$ cat config.mk
export PLATFORM = sky130hd
export DESIGN_NAME = fetch_unit
export DESIGN_NICKNAME = d
export VERILOG_FILES = /design/src/rtl/fetch_unit.sv
export SDC_FILE = /design/constraint.sdc
export NUM_CORES = 1
export LEC_CHECK = 0
export ABC_AREA = 1
export CAP_MARGIN = 20
export CORE_MARGIN = 4
export CORE_UTILIZATION = 30
export DETAILED_ROUTE_END_ITERATION = 10
export GPL_ROUTABILITY_DRIVEN = 0
export PLACE_DENSITY = 0.43
export SLEW_MARGIN = 20
export SYNTH_ARGS = -nofsm -noshare
export SYNTH_HDL_FRONTEND = slang
export SYNTH_SLANG_ARGS = --single-unit
$ cat constraint.sdc
create_clock -name clk -period 3.72 [get_ports clk]
set_clock_uncertainty 0.05 [all_clocks]
set_input_delay 0.744 -clock clk [delete_from_list [all_inputs] [get_ports clk]]
set_output_delay 0.744 -clock clk [all_outputs]
set_load 0.02 [all_outputs]
$ cat src/rtl/fetch_unit.sv
// Instruction-fetch stage: PC register, fixed-latency imem request tracking and a
// small PC-tagged instruction buffer feeding decode over valid/ready.
module fetch_unit #(
  parameter logic [31:0] ResetVector   = 32'h0000_0000,
  parameter int          IMemAddrWidth = 12,
  parameter int          MemLatency    = 1,
  parameter int          FifoDepth     = 4
) (
  input  logic                     clk,
  input  logic                     reset,
  output logic                     imem_req,
  output logic [IMemAddrWidth-1:0] imem_addr,
  input  logic [31:0]              imem_rdata,
  input  logic                     redirect_valid,
  input  logic [31:0]              redirect_pc,
  output logic                     out_valid,
  input  logic                     out_ready,
  output logic [31:0]              out_instr,
  output logic [31:0]              out_pc,
  output logic                     align_error
);

  localparam int AW = $clog2(FifoDepth);
  localparam int CW = $clog2(FifoDepth + MemLatency + 1) + 1;

  logic [31:0] pc_reg;
  logic        align_error_reg;
  logic        live_reg    [MemLatency];
  logic [31:0] pipe_pc_reg [MemLatency];
  logic [AW:0] wr_ptr_reg;
  logic [AW:0] rd_ptr_reg;
  logic [31:0] fifo_instr_reg [FifoDepth];
  logic [31:0] fifo_pc_reg    [FifoDepth];

  logic [AW:0]   occupancy;
  logic [CW-1:0] in_flight;
  logic [CW-1:0] credits;
  logic          push;
  logic          pop;

  always_comb begin
    in_flight = '0;
    for (int i = 0; i < MemLatency; i++) begin
      in_flight = in_flight + CW'(live_reg[i]);
    end
  end

  // Every issued fetch reserves a buffer slot until it is popped, so the FIFO can never overflow.
  assign occupancy   = wr_ptr_reg - rd_ptr_reg;
  assign credits     = CW'(occupancy) + in_flight;
  assign imem_req    = !reset && !align_error_reg && !redirect_valid && (credits < CW'(FifoDepth));
  assign imem_addr   = pc_reg[IMemAddrWidth-1:0];
  assign align_error = align_error_reg;

  assign out_valid = (occupancy != '0);
  assign out_instr = fifo_instr_reg[rd_ptr_reg[AW-1:0]];
  assign out_pc    = fifo_pc_reg[rd_ptr_reg[AW-1:0]];

  // A flush wins over a returning response and over a same-cycle pop.
  assign push = live_reg[MemLatency-1] && !redirect_valid;
  assign pop  = out_valid && out_ready && !redirect_valid;

  generate
    for (genvar gi = 0; gi < MemLatency; gi++) begin : g_track
      if (gi == 0) begin : g_head
        always_ff @(posedge clk) begin
          if (reset) begin
            live_reg[gi]    <= 1'b0;
            pipe_pc_reg[gi] <= '0;
          end else begin
            live_reg[gi]    <= imem_req;
            pipe_pc_reg[gi] <= pc_reg;
          end
        end
      end else begin : g_body
        always_ff @(posedge clk) begin
          if (reset) begin
            live_reg[gi]    <= 1'b0;
            pipe_pc_reg[gi] <= '0;
          end else begin
            live_reg[gi]    <= live_reg[gi-1] && !redirect_valid;
            pipe_pc_reg[gi] <= pipe_pc_reg[gi-1];
          end
        end
      end
    end

    for (genvar gi = 0; gi < FifoDepth; gi++) begin : g_entry
      always_ff @(posedge clk) begin
        if (reset) begin
          fifo_instr_reg[gi] <= '0;
          fifo_pc_reg[gi]    <= '0;
        end else if (push && (wr_ptr_reg[AW-1:0] == AW'(gi))) begin
          fifo_instr_reg[gi] <= imem_rdata;
          fifo_pc_reg[gi]    <= pipe_pc_reg[MemLatency-1];
        end
      end
    end
  endgenerate

  always_ff @(posedge clk) begin
    if (reset) begin
      pc_reg          <= ResetVector;
      align_error_reg <= 1'b0;
      wr_ptr_reg      <= '0;
      rd_ptr_reg      <= '0;
    end else if (redirect_valid) begin
      pc_reg          <= redirect_pc;
      align_error_reg <= (redirect_pc[1:0] != 2'b00);
      rd_ptr_reg      <= wr_ptr_reg;
    end else begin
      if (imem_req) pc_reg <= pc_reg + 32'd4;
      if (push) wr_ptr_reg <= wr_ptr_reg + (AW+1)'(1);
      if (pop)  rd_ptr_reg <= rd_ptr_reg + (AW+1)'(1);
    end
  end

endmodule

After elaboration in Yosys (flattened, before gate mapping):

Memory sizes are Yosys's and may differ from the RTL's. A register that Yosys moved wholly into a read port is not among the register bits.
Index checks and enable logic that the tools add are counted.

* register bits after elaboration: 39
* bits in writable memories: 289
* bits of input ports: 68
* output and inout port bits: 79
* logic and storage cells: 82
* memories: 4

Memory list
* fifo_instr_reg: words 4, bits a word 32, rd ports 1, clocked after Yosys merged registers in 1, write ports 4, RTL line 32 `logic [31:0] fifo_instr_reg [FifoDepth];`
* fifo_pc_reg: words 4, bits a word 32, rd ports 1, clocked after Yosys merged registers in 1, write ports 4, RTL line 33 `logic [31:0] fifo_pc_reg [FifoDepth];`
* pipe_pc_reg: words 1, bits a word 32, rd ports 1, clocked after Yosys merged registers in 0, write ports 1, RTL line 29 `logic [31:0] pipe_pc_reg [MemLatency];`
* live_reg: words 1, bits a word 1, rd ports 1, clocked after Yosys merged registers in 0, write ports 1, RTL line 28 `logic live_reg [MemLatency];`

* $add $sub $neg: 5
* magnitude comparators: 1
* equal/unequal tests: 3
* multiplexer cells: 35
* bitwise logic cells: 9
* reductions and logical operators: 21

Operators with widths (number)
* $mux W32: 11
* $add A32 B3 Y32 const B: 1
* $reduce_or A32 Y1: 1
* $mux W1: 18
* $logic_and A1 B1 Y1: 10
* $mux W2: 4
* $or A1 B1 Y1: 8
* $add A3 B1 Y3 const B: 2
* $mux W3: 2
* $reduce_bool A2 Y1: 3
* $add A3 B1 Y4: 1
* $eq A2 B2 Y1 const B: 2
* $lt A4 B3 Y1 const B: 1
* $logic_not A1 Y1: 3
* $reduce_bool A3 Y1: 1
* $sub A3 B3 Y3: 1
* $eq A2 B1 Y1 const B: 1
* $logic_not A2 Y1: 1
* $reduce_and A2 Y1: 1
* $not A1 Y1: 1
* $reduce_or A1 Y1: 1

Logic depth before layout (Yosys ltp):

Gate-level depths: netlist (run 1).

* depth after elaboration: 8
* gate-level depth with buffers: 14
* gate-level depth less buffers: 14

Least setup slack after synthesis (run 1):

Ideal clock, no wire load.

* path type: input to register
* start: input port reset
* end: memory fifo_instr_reg[0][0], enable pin
* arrival time: 2.369 ns
* slack: 0.608 ns
* stages: 5
* buffers on the path: 3
* cell sequence: buf_6 inv_1 buf_2 buf_2 nand2_1

RTL lines
* start: declaration: RTL line 10 `input logic reset,`
* end: declaration: RTL line 32

==> flow_summary_export.csv, run 1 <==
group,metric,value,unit
routing,avgRoutedWirePerCell,18.4,um
setup_path,required,2.93,ns
floorplanning,dieArea,0.0522,mm2
floorplanning,num_rows,80,
layout,finalNetCount,1733,
synthesis,syn_area,0.0146,mm2
synthesis,synth_edf_count,256,
routing,detail_route.first_pass.iterations,5,
synthesis,mappedNetlistNets,1619,
layout,drive_gt1_frac,0.0683,
global_route,grt_max_degree,129,
routing,drt-initial-drc-count,787,
setup_path,cp_max_fo,128,
pwr,swShare,0.265,
clock_network,cts_buffers,40,
layout,multiInputGateArea,0.00447,mm2
clock_network,cts_max_path_buffers,3,
routing,vias_per_cell,4.71,
pwr,power,0.00948,W
layout,final_cell_mix,"nor2_1 (468), edfxtp_1 (256), nand2_1 (170)",
layout,layout_commonest_cell,"nor2_1",
pwr,peakVddDrop,0.289,mV
worst_hold_path,hp-class,"flip-flop to flip-flop",
synthesis,synth_seq_area_share,0.629,
synthesis,synth.top_cell.area_share,0.527,
timing,final.period_utilization,0.955,
synthesis,synth_cell_type_count,37,
clock_network,worstSkewPairLatency,0.54,ns
layout,diodes,0,
timing,setup_tns,0,ns
pwr,clkPwrFrac,0.397,
global_route,antenna_found_initial,0,
clock_network,cts_sinks,330,
setup_path,cp-end-kind,"output port",
layout,area_delta_synth_final,23.3,%
floorplanning,die_h,228,um
synthesis,synth_area_leaders,"edfxtp_1 (53%), nor2_1 (12%), dfxtp_1 (10%), o21ai_0 (5.0%), nand2_1 (4.5%)",
synthesis,yosysWarnings,0,
timing,maxSlewHeadroom,0.495,
global_route,globalRouteTotalUtil,0.159,
synthesis,syn-instance-count,1543,
run_status,status,"finished clean",
synthesis,yosysTopAreaCell,"edfxtp_1",
floorplanning,core,0.0478,mm2
routing,route.detailed.drc,0,
synthesis,syn_area_per_cell,9.45,um2
layout,fill_cells,4858,
floorplanning,ios,147,
routing,wl,42.2,mm
timing,tightest_slew,0.757,ns
placed_design,portBuffers,146,
global_route,grt_pass1_vias,10900,
pwr,comb_power_share,0.160,
routing,postRouteAntennaNets,0,
pwr,cell_internal_pwr,0.00697,W
timing,slew_violations,0,
global_route,gr-total-overflow,0,
clock_network,cts_tree,"done",
pwr,p_sw,0.00251,W
clock_network,root_buffer,"clkbuf_16",
clock_network,htree_levels,2,
clock_network,clk_pin_slew_worst_paths,0.06,ns
timing,setup_violations,0,
setup_path,worstSetupStartpointType,"flip-flop",
job,maxCapViolations,0,
placed_design,place.detailed.hpwl,24.7,mm
layout,seq_area,0.00917,mm2
routing,vias,10800,
timing,hold_viol,0,
pwr,p_per_area,528,mW/mm2
timing,rsz0062_at_grt,"false",
floorplanning,chipWidth,228,um
setup_path,path_class,"flip-flop to output port",
pwr,power_frac_seq,0.444,
global_route,grt_pass1_wl,65.6,mm
timing,min_period,3.55,ns
synthesis,ys.flop_type,"edfxtp_1",
synthesis,yosys_register_bits,330,
timing,clock.fmax,281,MHz
floorplanning,initial_core_util,0.305,
setup_path,critical_path_arrival,2.76,ns
synthesis,async_reset_ff_frac,0,
pwr,cellLeakagePower,6.73,nW
==> metrics by stage <==
stage | setup WS [ns] | utilization | instances | hold WS [ns] | cell area (um2)
after floorplan | 0.608 | - | 1543 | 0.369 | 14600
after global placement | 0.683 | 0.349 | 2230 | 0.418 | 16700
after detailed placement | 0.617 | 0.349 | 2230 | 0.416 | 16700
after CTS | 0.0596 | 0.375 | 2299 | 0.434 | 18000
after global routing | 0.0982 | 0.376 | 2299 | 0.472 | 18000
final | 0.166 | 0.376 | 2299 | 0.427 | 18000
==> repair_timing <==
item,in CTS,in global routing
buffers inserted,0,0
resized for setup,0,2
hold buffers,0,0
setup endpoints to repair,0,2
==> cells in the mapped netlist (3+ instances only) <==
cell type  instances
buf_2             15
nand2_2            4
nand3_2            9
dfxtp_1           74
nand2_1          174
buf_6              3
o21ai_0          147
ha_1               7
edfxtp_1         256
a21oi_2            4
inv_1            133
nor2_2             7
a21oi_1           17
o22ai_1           65
clkbuf_1          62
nor2_1           468
buf_4             14
xor2_1             3
nand3_1           53
nor2_4             3
nand4_1            4
==> cell type report <==
type / instances / area share
flip-flops and latches: 330 / 0.511
multi-input cells: 981 / 0.249
repair buffers: 168 / 0.100
clock buffers: 53 / 0.0613
well taps: 615 / 0.0428
inverters: 136 / 0.0285
clock inverters: 16 / 0.00808
==> layer usage <==
| metal | vias to the layer above | track usage | wire (um) |
|---|---|---|---|
| met3 | 58 | 0.0258 | 1680 |
| li1 | 5328 | - | - |
| met1 | 5216 | 0.222 | 20100 |
| met4 | 0 | 0.0452 | 902 |
| met2 | 216 | 0.258 | 19600 |
| met5 | - | 0 | 0 |
==> worst max-delay path: stages (launching register included) <==
cell and delay (ns):
dfxtp_4 0.37, buf_12 0.33, o21ai_0 0.20, o22ai_1 0.40
clkdlybuf4s50_1 0.69
==> logic make-up (layout without fill, tap and decap cells) <==
kind of cell               after synthesis  in the layout  synth area share
buffers and inverters                  232            373            0.0670
AOI/OAI and AO/OA                      240            240            0.0899
xor gates and xnor gates                 3              3           0.00180
DFF                                    330            330             0.629
adders and majority gates                8              8           0.00738
and+or+nand+nor                        730            730             0.205
==> worst paths after layout <==
| kind | endpoint | slack, ns | from | cells after the start |
|---|---|---|---|---|
| max | out_pc[16] | 0.17 | flip-flop | 4 |
| min | pipe_pc_reg[0][0] | 0.43 | pc_reg[0] | 2 |
| max reg2reg | pc_reg[24] | 1.09 | wr_ptr_reg[0] | 12 |
| min reg2reg | pipe_pc_reg[0][0] | 0.43 | pc_reg[0] | 2 |
==> power by group through the flow <==
stage | clock network (W) | registers [W] | logic [W]
floorplan | 0 | 0.00426 | 0.000835
global placement | 0 | 0.00428 | 0.00154
detailed placement | 0 | 0.00428 | 0.00155
CTS | 0.00388 | 0.00421 | 0.00155
global route | 0.00402 | 0.00422 | 0.00165
finish | 0.00376 | 0.00421 | 0.00151
Note: power is estimated with default switching activity, not from simulation.
==> run 2: changes to the inputs <==
CORE_UTILIZATION = 57   (was 30)
PLACE_DENSITY = 0.76   (was 0.43)
==> run 2 against run 1 <==
  * Via count up 2.8%
  * Clock power is 9.8% lower
  * Non-clock buffer count grew 8
  * Final cell count decreased by 12%
  * Flip-flop and latch count did not move
  * Critical path depth increased by 4
  * Sequential share of layout area is 1.4 points higher
  * Power shrank 4.5%
  * Combinational power is essentially flat
  * Critical path type unchanged
  * Largest cell class unchanged
  * Largest power group unchanged
==> flow_summary_export.csv, run 2 (synthesis gave the netlist of run 1 again) <==
group,metric,value,unit
run_status,status,"finished clean",
routing,route.detailed.drc,0,
timing,rsz0062_at_grt,"false",
placed_design,portBuffers,146,
placed_design,place.detailed.hpwl,20.2,mm
layout,fill_cells,1896,
routing,vias,11100,
pwr,peakVddDrop,0.355,mV
worst_hold_path,hp-class,"flip-flop to flip-flop",
clock_network,clk_pin_slew_worst_paths,0.06,ns
pwr,p_sw,0.00231,W
clock_network,root_buffer,"clkbuf_16",
clock_network,cts_max_path_buffers,3,
floorplanning,die_h,168,um
routing,detail_route.first_pass.iterations,5,
clock_network,cts_buffers,34,
routing,wl,34.7,mm
timing,min_period,3.55,ns
worst_hold_path,hold_depth,2,
pwr,cell_internal_pwr,0.00674,W
layout,finalNetCount,1735,
floorplanning,ios,147,
timing,hold_viol,0,
timing,maxSlewHeadroom,0.485,
layout,layout_commonest_cell,"nor2_1",
floorplanning,chipWidth,168,um
clock_network,htree_levels,2,
global_route,antenna_found_initial,0,
clock_network,cts_sinks,330,
global_route,grt_pass1_wl,55.0,mm
setup_path,cp-end-kind,"output port",
pwr,swShare,0.256,
setup_path,required,2.93,ns
pwr,p_per_area,518,mW/mm2
floorplanning,num_rows,58,
pwr,power_frac_seq,0.463,
pwr,clkPwrFrac,0.374,
routing,drt-initial-drc-count,1022,
clock_network,post_cts_buffers,0,
layout,final_cell_mix,"nor2_1 (468), edfxtp_1 (256), nand2_1 (170)",
routing,avgRoutedWirePerCell,17.2,um
clock_network,cts_tree,"done",
clock_network,hold_buffers,0,
floorplanning,dieArea,0.0282,mm2
job,maxCapViolations,0,
pwr,cellLeakagePower,6.66,nW
layout,drive_gt1_frac,0.0713,
setup_path,regToRegSetupSlack,1.18,ns
timing,setup_violations,0,
global_route,gr-total-overflow,0,
timing,tightest_slew,0.772,ns
setup_path,cp_max_fo,5,
pwr,comb_power_share,0.163,
floorplanning,core,0.0252,mm2
floorplanning,initial_core_util,0.579,
layout,diodes,0,
timing,final.period_utilization,0.954,
timing,clock.fmax,282,MHz
setup_path,reg2regPathDepth,12,
setup_path,worstSetupStartpointType,"flip-flop",
global_route,grt_max_degree,129,
routing,vias_per_cell,5.52,
layout,area_delta_synth_final,19.9,%
timing,setup_tns,0,ns
clock_network,cts_resized,0,
timing,hold_slack,0.410,ns
setup_path,path_class,"flip-flop to output port",
global_route,globalRouteTotalUtil,0.241,
setup_path,critical_path_arrival,2.76,ns
routing,postRouteAntennaNets,0,
pwr,power,0.00906,W
timing,slew_violations,0,
clock_network,worstSkewPairLatency,0.50,ns
global_route,grt_pass1_vias,10700,
run 2: critical path, cell delays in order, from the launching register on:
cell,delay [ns]
dfxtp_1,0.38
inv_1,0.12
ha_1,0.22
fa_1,0.52
nor2_1,0.06
nand2_1,0.11
nand3_4,0.11
nor2_8,0.12
clkdlybuf4s50_1,0.61
run 2: final cells by class:
cell class / count / area, um2 / share of cell area
sequential: 330 / 9170 / 0.525
multi-input combinational: 981 / 4470 / 0.255
clock inverter: 12 / 134 / 0.00766
inverter: 136 / 512 / 0.0293
tap: 330 / 413 / 0.0236
clock buffer: 48 / 977 / 0.0559
timing repair buffer: 176 / 1810 / 0.103
run 2: per-layer routing:
metal	share of wire	track usage	wire, um
met5	0	0	0
met4	0.026	0.0790	890
met3	0.084	0.0456	2910
met2	0.49	0.400	16800
met1	0.41	0.324	14000
run 2: final timing paths:
path / end / from
setup reg to reg: pc_reg[24] / wr_ptr_reg[0]
setup / recovery: imem_req / wr_ptr_reg[0]
hold / removal: pipe_pc_reg[0][1] / pc_reg[1]
hold reg to reg: pipe_pc_reg[0][1] / pc_reg[1]
run 2: power groups by stage:
stage / registers, W / logic [W] / clock network [W]
floorplan: 0.00426 / 0.000835 / 0
global placement: 0.00426 / 0.00146 / 0
detailed placement: 0.00427 / 0.00147 / 0
CTS: 0.00419 / 0.00148 / 0.00343
global route: 0.00421 / 0.00160 / 0.00359
finish: 0.00419 / 0.00148 / 0.00339
run 2: stage by stage:
| stage | cells | instance area (um2) | utilization | setup slack [ns] |
|---|---|---|---|---|
| final | 2013 | 17500 | 0.694 | 0.170 |
| after global routing | 2013 | 17500 | 0.694 | 0.00698 |
| after CTS | 2013 | 17500 | 0.694 | 0.142 |
| after detailed placement | 1953 | 16400 | 0.650 | 0.678 |
| after global placement | 1953 | 16400 | 0.650 | 0.677 |
| after floorplan | 1543 | 14600 | - | 0.608 |
